`src/rtl/avalon_egress_reader.sv`:
```
// avalon_egress_reader: Avalon-MM read responder that drains the switch output FIFOs.
//
// Each port keeps a one-word show-ahead holding register, so every host read
// returns with a fixed one-cycle latency.
//
// Ports:
//   clk         system clock, all state on the rising edge
//   reset       asynchronous, active-high reset
//   chipselect  Avalon slave select
//   read        Avalon read strobe
//   address     word address: 0 status, 1..3 pop, 4..6 delivered, 7 underflow total
//   readdata    registered read response, updated the cycle after an accepted read
//   fifo_q      output FIFO data, port n at [n*DATA_W +: DATA_W] (non-show-ahead)
//   fifo_empty  FIFO empty flags
//   fifo_rdreq  FIFO dequeue requests
//
// Optional feature, macro EGRESS_IRQ_EN, adds these ports:
//   write       Avalon write strobe (only address 8 is decoded here)
//   writedata   write data, bits [NPORTS-1:0] load irq_mask
//   irq         registered interrupt, |(hold_valid & irq_mask)
module avalon_egress_reader #(
    parameter int NPORTS = 3,
    parameter int DATA_W = 32,
    parameter int CNT_W = 16,
    parameter logic [DATA_W-1:0] UNDERFLOW_WORD = 32'hDEAD_BEEF
) (
    input  logic                     clk,
    input  logic                     reset,
    input  logic                     chipselect,
    input  logic                     read,
    input  logic [3:0]               address,
    output logic [DATA_W-1:0]        readdata,
    input  logic [NPORTS*DATA_W-1:0] fifo_q,
    input  logic [NPORTS-1:0]        fifo_empty,
    output logic [NPORTS-1:0]        fifo_rdreq
`ifdef EGRESS_IRQ_EN
    ,
    input  logic                     write,
    input  logic [DATA_W-1:0]        writedata,
    output logic                     irq
`endif
);
    typedef enum logic [1:0] {IDLE, WAIT, FULL} state_t;
    state_t            state_q [NPORTS];
    state_t            state_d [NPORTS];
    logic [DATA_W-1:0] hold_q [NPORTS];
    logic [CNT_W-1:0]  dlv_q [NPORTS];
    logic [CNT_W-1:0]  ufl_q;
    logic [NPORTS-1:0] sticky_q;
    logic [NPORTS-1:0] hold_valid;
    logic [NPORTS-1:0] pop;
    logic [NPORTS-1:0] uflow;
    logic [DATA_W-1:0] rd_mux;
    logic              acc;
`ifdef EGRESS_IRQ_EN
    logic [NPORTS-1:0] irq_mask_q;
`endif
    assign acc = chipselect && read;
    always_ff @(posedge clk or posedge reset) begin
        if (reset) begin
            for (int n = 0; n < NPORTS; n++) state_q[n] <= IDLE;
        end else begin
            for (int n = 0; n < NPORTS; n++) state_q[n] <= state_d[n];
        end
    end
    always_comb begin
        fifo_rdreq = '0;
        pop = '0;
        hold_valid = '0;
        uflow = '0;
        for (int n = 0; n < NPORTS; n++) begin
            state_d[n] = state_q[n];
            pop[n] = acc && (address == 4'(n + 1));
            hold_valid[n] = state_q[n] == FULL;
            uflow[n] = pop[n] && !hold_valid[n];
            case (state_q[n])
                IDLE: begin
                    fifo_rdreq[n] = !fifo_empty[n];
                    state_d[n] = fifo_empty[n] ? IDLE : WAIT;
                end
                WAIT: state_d[n] = FULL;
                FULL: begin
                    // Refill in the same cycle as the pop so the next word lands one cycle later.
                    fifo_rdreq[n] = pop[n] && !fifo_empty[n];
                    state_d[n] = !pop[n] ? FULL : (fifo_empty[n] ? IDLE : WAIT);
                end
                default: state_d[n] = IDLE;
            endcase
        end
        // Keep the FIFOs untouched while reset is held, since the FSMs are parked in IDLE.
        if (reset) fifo_rdreq = '0;
    end
    always_comb begin
        rd_mux = '0;
        if (address == 4'd0) rd_mux[3*NPORTS-1:0] = {sticky_q, fifo_empty, hold_valid};
        for (int n = 0; n < NPORTS; n++) begin
            if (address == 4'(n + 1)) rd_mux = hold_valid[n] ? hold_q[n] : UNDERFLOW_WORD;
            if (address == 4'(n + 1 + NPORTS)) rd_mux = DATA_W'(dlv_q[n]);
        end
        if (address == 4'(2 * NPORTS + 1)) rd_mux = DATA_W'(ufl_q);
`ifdef EGRESS_IRQ_EN
        if (address == 4'd8) rd_mux = DATA_W'(irq_mask_q);
`endif
    end
    always_ff @(posedge clk or posedge reset) begin
        if (reset) begin
            for (int n = 0; n < NPORTS; n++) begin
                hold_q[n] <= '0;
                dlv_q[n] <= '0;
            end
            sticky_q <= '0;
            ufl_q <= '0;
            readdata <= '0;
        end else begin
            for (int n = 0; n < NPORTS; n++) begin
                if (state_q[n] == WAIT) hold_q[n] <= fifo_q[n*DATA_W +: DATA_W];
                if (pop[n] && hold_valid[n]) dlv_q[n] <= dlv_q[n] + CNT_W'(1);
            end
            if (acc) readdata <= rd_mux;
            // A new underflow wins over the clear-on-read of the status word.
            sticky_q <= ((acc && address == 4'd0) ? '0 : sticky_q) | uflow;
            if (|uflow) ufl_q <= ufl_q + CNT_W'(1);
        end
    end
`ifdef EGRESS_IRQ_EN
    always_ff @(posedge clk or posedge reset) begin
        if (reset) begin
            irq_mask_q <= '1;
            irq <= 1'b0;
        end else begin
            if (chipselect && write && address == 4'd8) irq_mask_q <= writedata[NPORTS-1:0];
            irq <= |(hold_valid & irq_mask_q);
        end
    end
`endif
endmodule

```
`config.mk`:
```
export PLATFORM = sky130hd
export DESIGN_NAME = avalon_egress_reader
export DESIGN_NICKNAME = d
export VERILOG_FILES = /design/src/rtl/avalon_egress_reader.sv
export SDC_FILE = /design/constraint.sdc
export NUM_CORES = 1
export LEC_CHECK = 0
export CELL_PAD_IN_SITES_DETAIL_PLACEMENT = 0
export CELL_PAD_IN_SITES_GLOBAL_PLACEMENT = 2
export CORE_MARGIN = 4
export CORE_UTILIZATION = 30
export DETAILED_ROUTE_END_ITERATION = 6
export GPL_TIMING_DRIVEN = 0
export HOLD_SLACK_MARGIN = 0.12
export MAX_ROUTING_LAYER = met4
export PLACE_DENSITY_LB_ADDON = 0.1
export SLEW_MARGIN = 5
export SYNTH_ARGS = -nofsm -noshare
export SYNTH_HDL_FRONTEND = slang
export SYNTH_SLANG_ARGS = --single-unit
```
`constraint.sdc`:
```
create_clock -name clk -period 15.5 [get_ports clk]
set_input_delay 4.65 -clock clk [delete_from_list [all_inputs] [get_ports clk]]
set_output_delay 4.65 -clock clk [all_outputs]
set_load 0.02 [all_outputs]
```
# Word level (Yosys, flattened, before mapping)

Index checks and enable logic that the tools add are counted.
Widths: inputs -> output; s select.

Bitwise logic cells: 1
Equality and inequality tests: 13
Mux-type cells: 25
Reductions and logical operators: 25
$add $sub $neg: 4

Operator list:

| kind                  | number |
|---|---|
| $mux 32               | 10 |
| $add 16x1->16 const B | 4 |
| $pmux 2 s3            | 3 |
| $eq 4x3->1 const B    | 4 |
| $logic_and 1x1->1     | 14 |
| $mux 9                | 1 |
| $eq 4x2->1 const B    | 2 |
| $eq 2x1->1 const B    | 3 |
| $eq 2x2->1 const B    | 3 |
| $logic_not 1->1       | 6 |
| $logic_not 2->1       | 3 |
| $mux 2                | 3 |
| $mux 3                | 2 |
| $pmux 1 s2            | 3 |
| $eq 4x1->1 const B    | 1 |
| $logic_not 4->1       | 1 |
| $mux 1                | 3 |
| $or 3x3->3            | 1 |
| $reduce_or 3->1       | 1 |

Bits in registers: 201
Word-level logic and storage cells: 80

# Logic depth before layout (Yosys ltp)

Depth in word-level cells: 9
Gate-level depth with buffers: 8
Mapped depth without buffers: 5

# Worst setup path after synthesis

OpenSTA, ideal clock, no wires.

Kind: input-to-output
Start: input port reset
End: output port fifo_rdreq[0]
Data arrival time: 9414 ps
Data required time: 10850 ps
Setup slack: 1436 ps
Stages on the path: 2
Buffers on the path: 0
Cells stage by stage: inv_1 and2_1

Cells in the longest elaborated chain, start to end: 1

RTL lines:

| item            | RTL line | text |
|---|---|---|
| start, declared | 28       | `input logic reset,` |
| $mux 3          | 91       | `if (reset) fifo_rdreq = '0;` |
| end, declared   | 35       | `output logic [NPORTS-1:0] fifo_rdreq` |

No other way between the ends.

# Worst setup path in the final report

Start: input port address[3]
End: output port fifo_rdreq[1]

Cells in the longest elaborated chain, start to end: 5

RTL lines:

| item              | RTL line | text |
|---|---|---|
| start, declared   | 31       | `input logic [3:0] address,` |
| $eq 4x2->1        | 73       | `pop[n] = acc && (address == 4'(n + 1));` |
| $logic_and 1x1->1 | 73       |  |
| $logic_and 1x1->1 | 84       | `fifo_rdreq[n] = pop[n] && !fifo_empty[n];` |
| $pmux 1 s2        | 76       | `case (state_q[n])` |
| $mux 3            | 91       |  |

No other way between the ends.

==> flow_metrics.tcl <==
set metrics [dict create \
    fin_skew_ns 0.0195 \
    top_layer "met4" \
    synth_xor_area_share_pct 5.65 \
    timing_worst_slew_pin_value_ns 1.22 \
    share_of_final_layout_standard_cells_stronger_than_drive_strength_1_pct 15.5 \
    layout.cells.most_common "sky130_fd_sc_hd__dfrtp_1" \
    timing_worst_setup_path_type "input pin to primary output" \
    cts_max_path_buffers 3 \
    post_cts_hold_buffer_count 0 \
    number_of_max_capacitance_violations_reported 0 \
    drcViolationCount 0 \
    postLayoutCoreUtil_pct 39.4 \
    postLayoutCellArea_um2 12100 \
    ant_nets 0 \
    final.hold.worst_slack_ns 0.476 \
    finalWorstSetupSlack_ns 3.47 \
    via_count 7198 \
    clk_pin_slew_ns 0.06 \
    synthAdderAreaFrac_pct 0.538 \
    synthToLayoutAreaGrowth_pct 29.5 \
    routability_congestion_estimate 0.828 \
    floorplan.initialDensity_pct 30.4 \
    cts_repair_resize_count 0 \
    first_pass_detailed_route_iteration_total 5 \
    vdd.ir_drop.worst_v 0.0000712 \
    post_synth_instance_area_um2 9300 \
    dp_hpwl_mm 23.5 \
    pre_cts_ws_ns 3.59 \
    finalWirelength_mm 31.2 \
    fin_nets 1120 \
    number_of_distinct_library_cells_after_synthesis 56 \
    power.leakage_nw 4.94 \
    die_height_um 184 \
    number_of_diodes 0 \
    synth.yosys.seq_area_share_pct 54.1 \
    fin_crit_ns 12.03 \
    cts_inserted_buffers 25 \
    num-fill-cells 3068 \
    cts-root-buf "sky130_fd_sc_hd__clkbuf_16" \
    grt_first_pass_wirelength_mm 47.7 \
    synth_seq_cells 201 \
    power.density_cell_area_nw_per_um2 148 \
    synthesis.yosys.warnings 0 \
    stdcell_count 1421 \
    synth_top_area_cell "sky130_fd_sc_hd__dfrtp_1" \
    detailroute.wirelength.met2_mm 13.6 \
    cts_max_level 1 \
    global_route.usage.total_pct 19.0 \
    path_max_fanout 10 \
    post_synth_simple_gate_area_pct 12.2 \
    grt_setup_unrepaired "no" \
    postSynth.topFlopCell "sky130_fd_sc_hd__dfrtp_1" \
    synth_enable_flop_cells 0 \
    worst_skew_pair_latency_ns 0.53 \
    synthesis.instances 839 \
    data_arrival_at_the_endpoint_of_the_critical_path_ns 7.38 \
    fp.coreArea_um2 30600 \
    final.setup.tns_ns 0 \
    netlist_top_cells_area "sky130_fd_sc_hd__dfrtp_1, sky130_fd_sc_hd__mux2_2, sky130_fd_sc_hd__xnor2_1, sky130_fd_sc_hd__a21oi_1, sky130_fd_sc_hd__nand2_1" \
    metal1_wirelength_mm 15.8 \
    power_mw 1.79 \
    critPathRequiredTime_ns 10.85 \
    fmaxAchievable_mhz 83.1 \
    most_used_cells_in_the_layout_excluding_fill_and_tap_cells "sky130_fd_sc_hd__dfrtp_1, sky130_fd_sc_hd__clkdlybuf4s50_1, sky130_fd_sc_hd__mux2_2, sky130_fd_sc_hd__nand2_1, sky130_fd_sc_hd__nor2_1" \
    number_of_global_route_vias_before_repair 7500 \
    synthArstFlopShare_pct 100 \
    boundary_pin_count 142 \
    dominant_combinational_cell_family_by_area_after_synthesis "compound AO/OA/AOI/OAI gates" \
    synth_compound_gate_area_share_pct 12.8 \
    buffer_ports.inserted 141 \
    cts_num_sinks 201 \
    final.period_utilization_pct 77.6 \
    run_status "finished, final reports clean" \
    postCtsSetupRepairBufs 0 \
    pin_count_of_the_biggest_net_entering_global_routing 86 \
    synth_top_cell_area_share_pct 54.1 \
    place_inst 1378 \
    hold_violations 0 \
    worst_slew_margin_rel_pct 18.3 \
    post_dp_cell_area_um2 11300 \
    drt_iter0_markers 508 \
    cts_tree "done" \
    num_rows 64 \
    die_w_um 184 \
    fp.dieArea_um2 33900 \
    type_of_element_launching_the_critical_path "input pin" \
    final_setup_violating_endpoints 0 \
    avgSynthCellArea_um2 11.1 \
    setup.worst_path.end_class "primary output" \
    mappedNetlistNets 950 \
    yosys-mux-area-fraction_pct 12.1 \
    final-max-slew-violation-count 0 \
    met3_length_mm 1.21 \
    post_drt_wl_per_cell_um 21.9 \
    grt_antenna_before_repair 0 \
    vias_per_cell 5.07 \
    worst_hold_path_type "flip-flop to flip-flop" \
    grt-ovfl-total 0 \
]
kinds of logic after synthesis:
kind of cell | Yosys count
buf+inv | 62
simple gates | 223
mux | 100
flops | 201
fa+ha+maj | 4
xor+xnor | 60
compound gates | 189
final timing paths:
kind                                            start                 endpoint  slack, ns  depth (start not counted)
worst min register to register  dlv_q[47]$_DFFE_PP0P_    dlv_q[47]$_DFFE_PP0P_       0.48                          1
worst max register to register   state_q[1]$_DFF_PP0_  readdata[3]$_DFFE_PP0P_      13.18                          6
worst min-delay path            dlv_q[47]$_DFFE_PP0P_    dlv_q[47]$_DFFE_PP0P_       0.48                          1
min in group asynchronous                       reset     state_q[3]$_DFF_PP0_       4.62                          2
max in group asynchronous                       reset     ufl_q[7]$_DFFE_PP0P_      10.11                          3
worst max-delay path                       address[3]            fifo_rdreq[1]       3.47                          7
cell usage after synthesis, drive strengths merged, types with 3 or more instances:
master	instances
dfrtp	201
mux2	100
nand2	61
nor2	52
a21oi	50
xnor2	43
clkbuf	35
o21ai	34
o22ai	32
nand3	25
xor2	17
a31oi	16
buf	16
nand4	14
nor3	13
inv	11
nand2b	11
o31ai	11
and3	10
nor2b	10
and2	6
o41ai	6
and4	5
o211ai	5
o221ai	5
or3	5
a22oi	4
a31o	4
ha	4
a211o	3
a211oi	3
o311ai	3
final cells by class:
cell class	count	area (um2)	area share, %
Inverter	11	48.8	0.405
Tap cell	396	495	4.11
Sequential cell	201	5030	41.7
Clock inverter	4	51.3	0.426
Multi-Input combinational cell	576	4030	33.4
Buffer	51	205	1.70
Timing Repair Buffer	143	1470	12.2
Clock buffer	39	728	6.04
routing by layer:
layer	up-vias	global-route usage, %
met3	32	2.61
met4	0	3.76
met1	3622	28.6
met5	-	-
li1	3387	-
met2	157	27.3
worst max-delay path, cell delays in order:
cell                              delay, ns
sky130_fd_sc_hd__clkdlybuf4s50_1       0.57
sky130_fd_sc_hd__buf_2                 0.28
sky130_fd_sc_hd__nor4bb_1              0.26
sky130_fd_sc_hd__buf_2                 0.28
sky130_fd_sc_hd__a21boi_0              0.18
sky130_fd_sc_hd__nor4_1                0.44
sky130_fd_sc_hd__clkdlybuf4s50_1       0.71
registers in the layout, indices dropped and copies added, names as in the netlist:
register  flops
sticky_q      3
ufl_q        16
readdata     32
state_q       6
hold_q       96
dlv_q        48
report_power, final:
part	internal [mW]	switching, mW
sequential	0.684	0.111
clock	0.337	0.230
combinational	0.226	0.202
No activity file was read; power rests on OpenSTA's default activity.
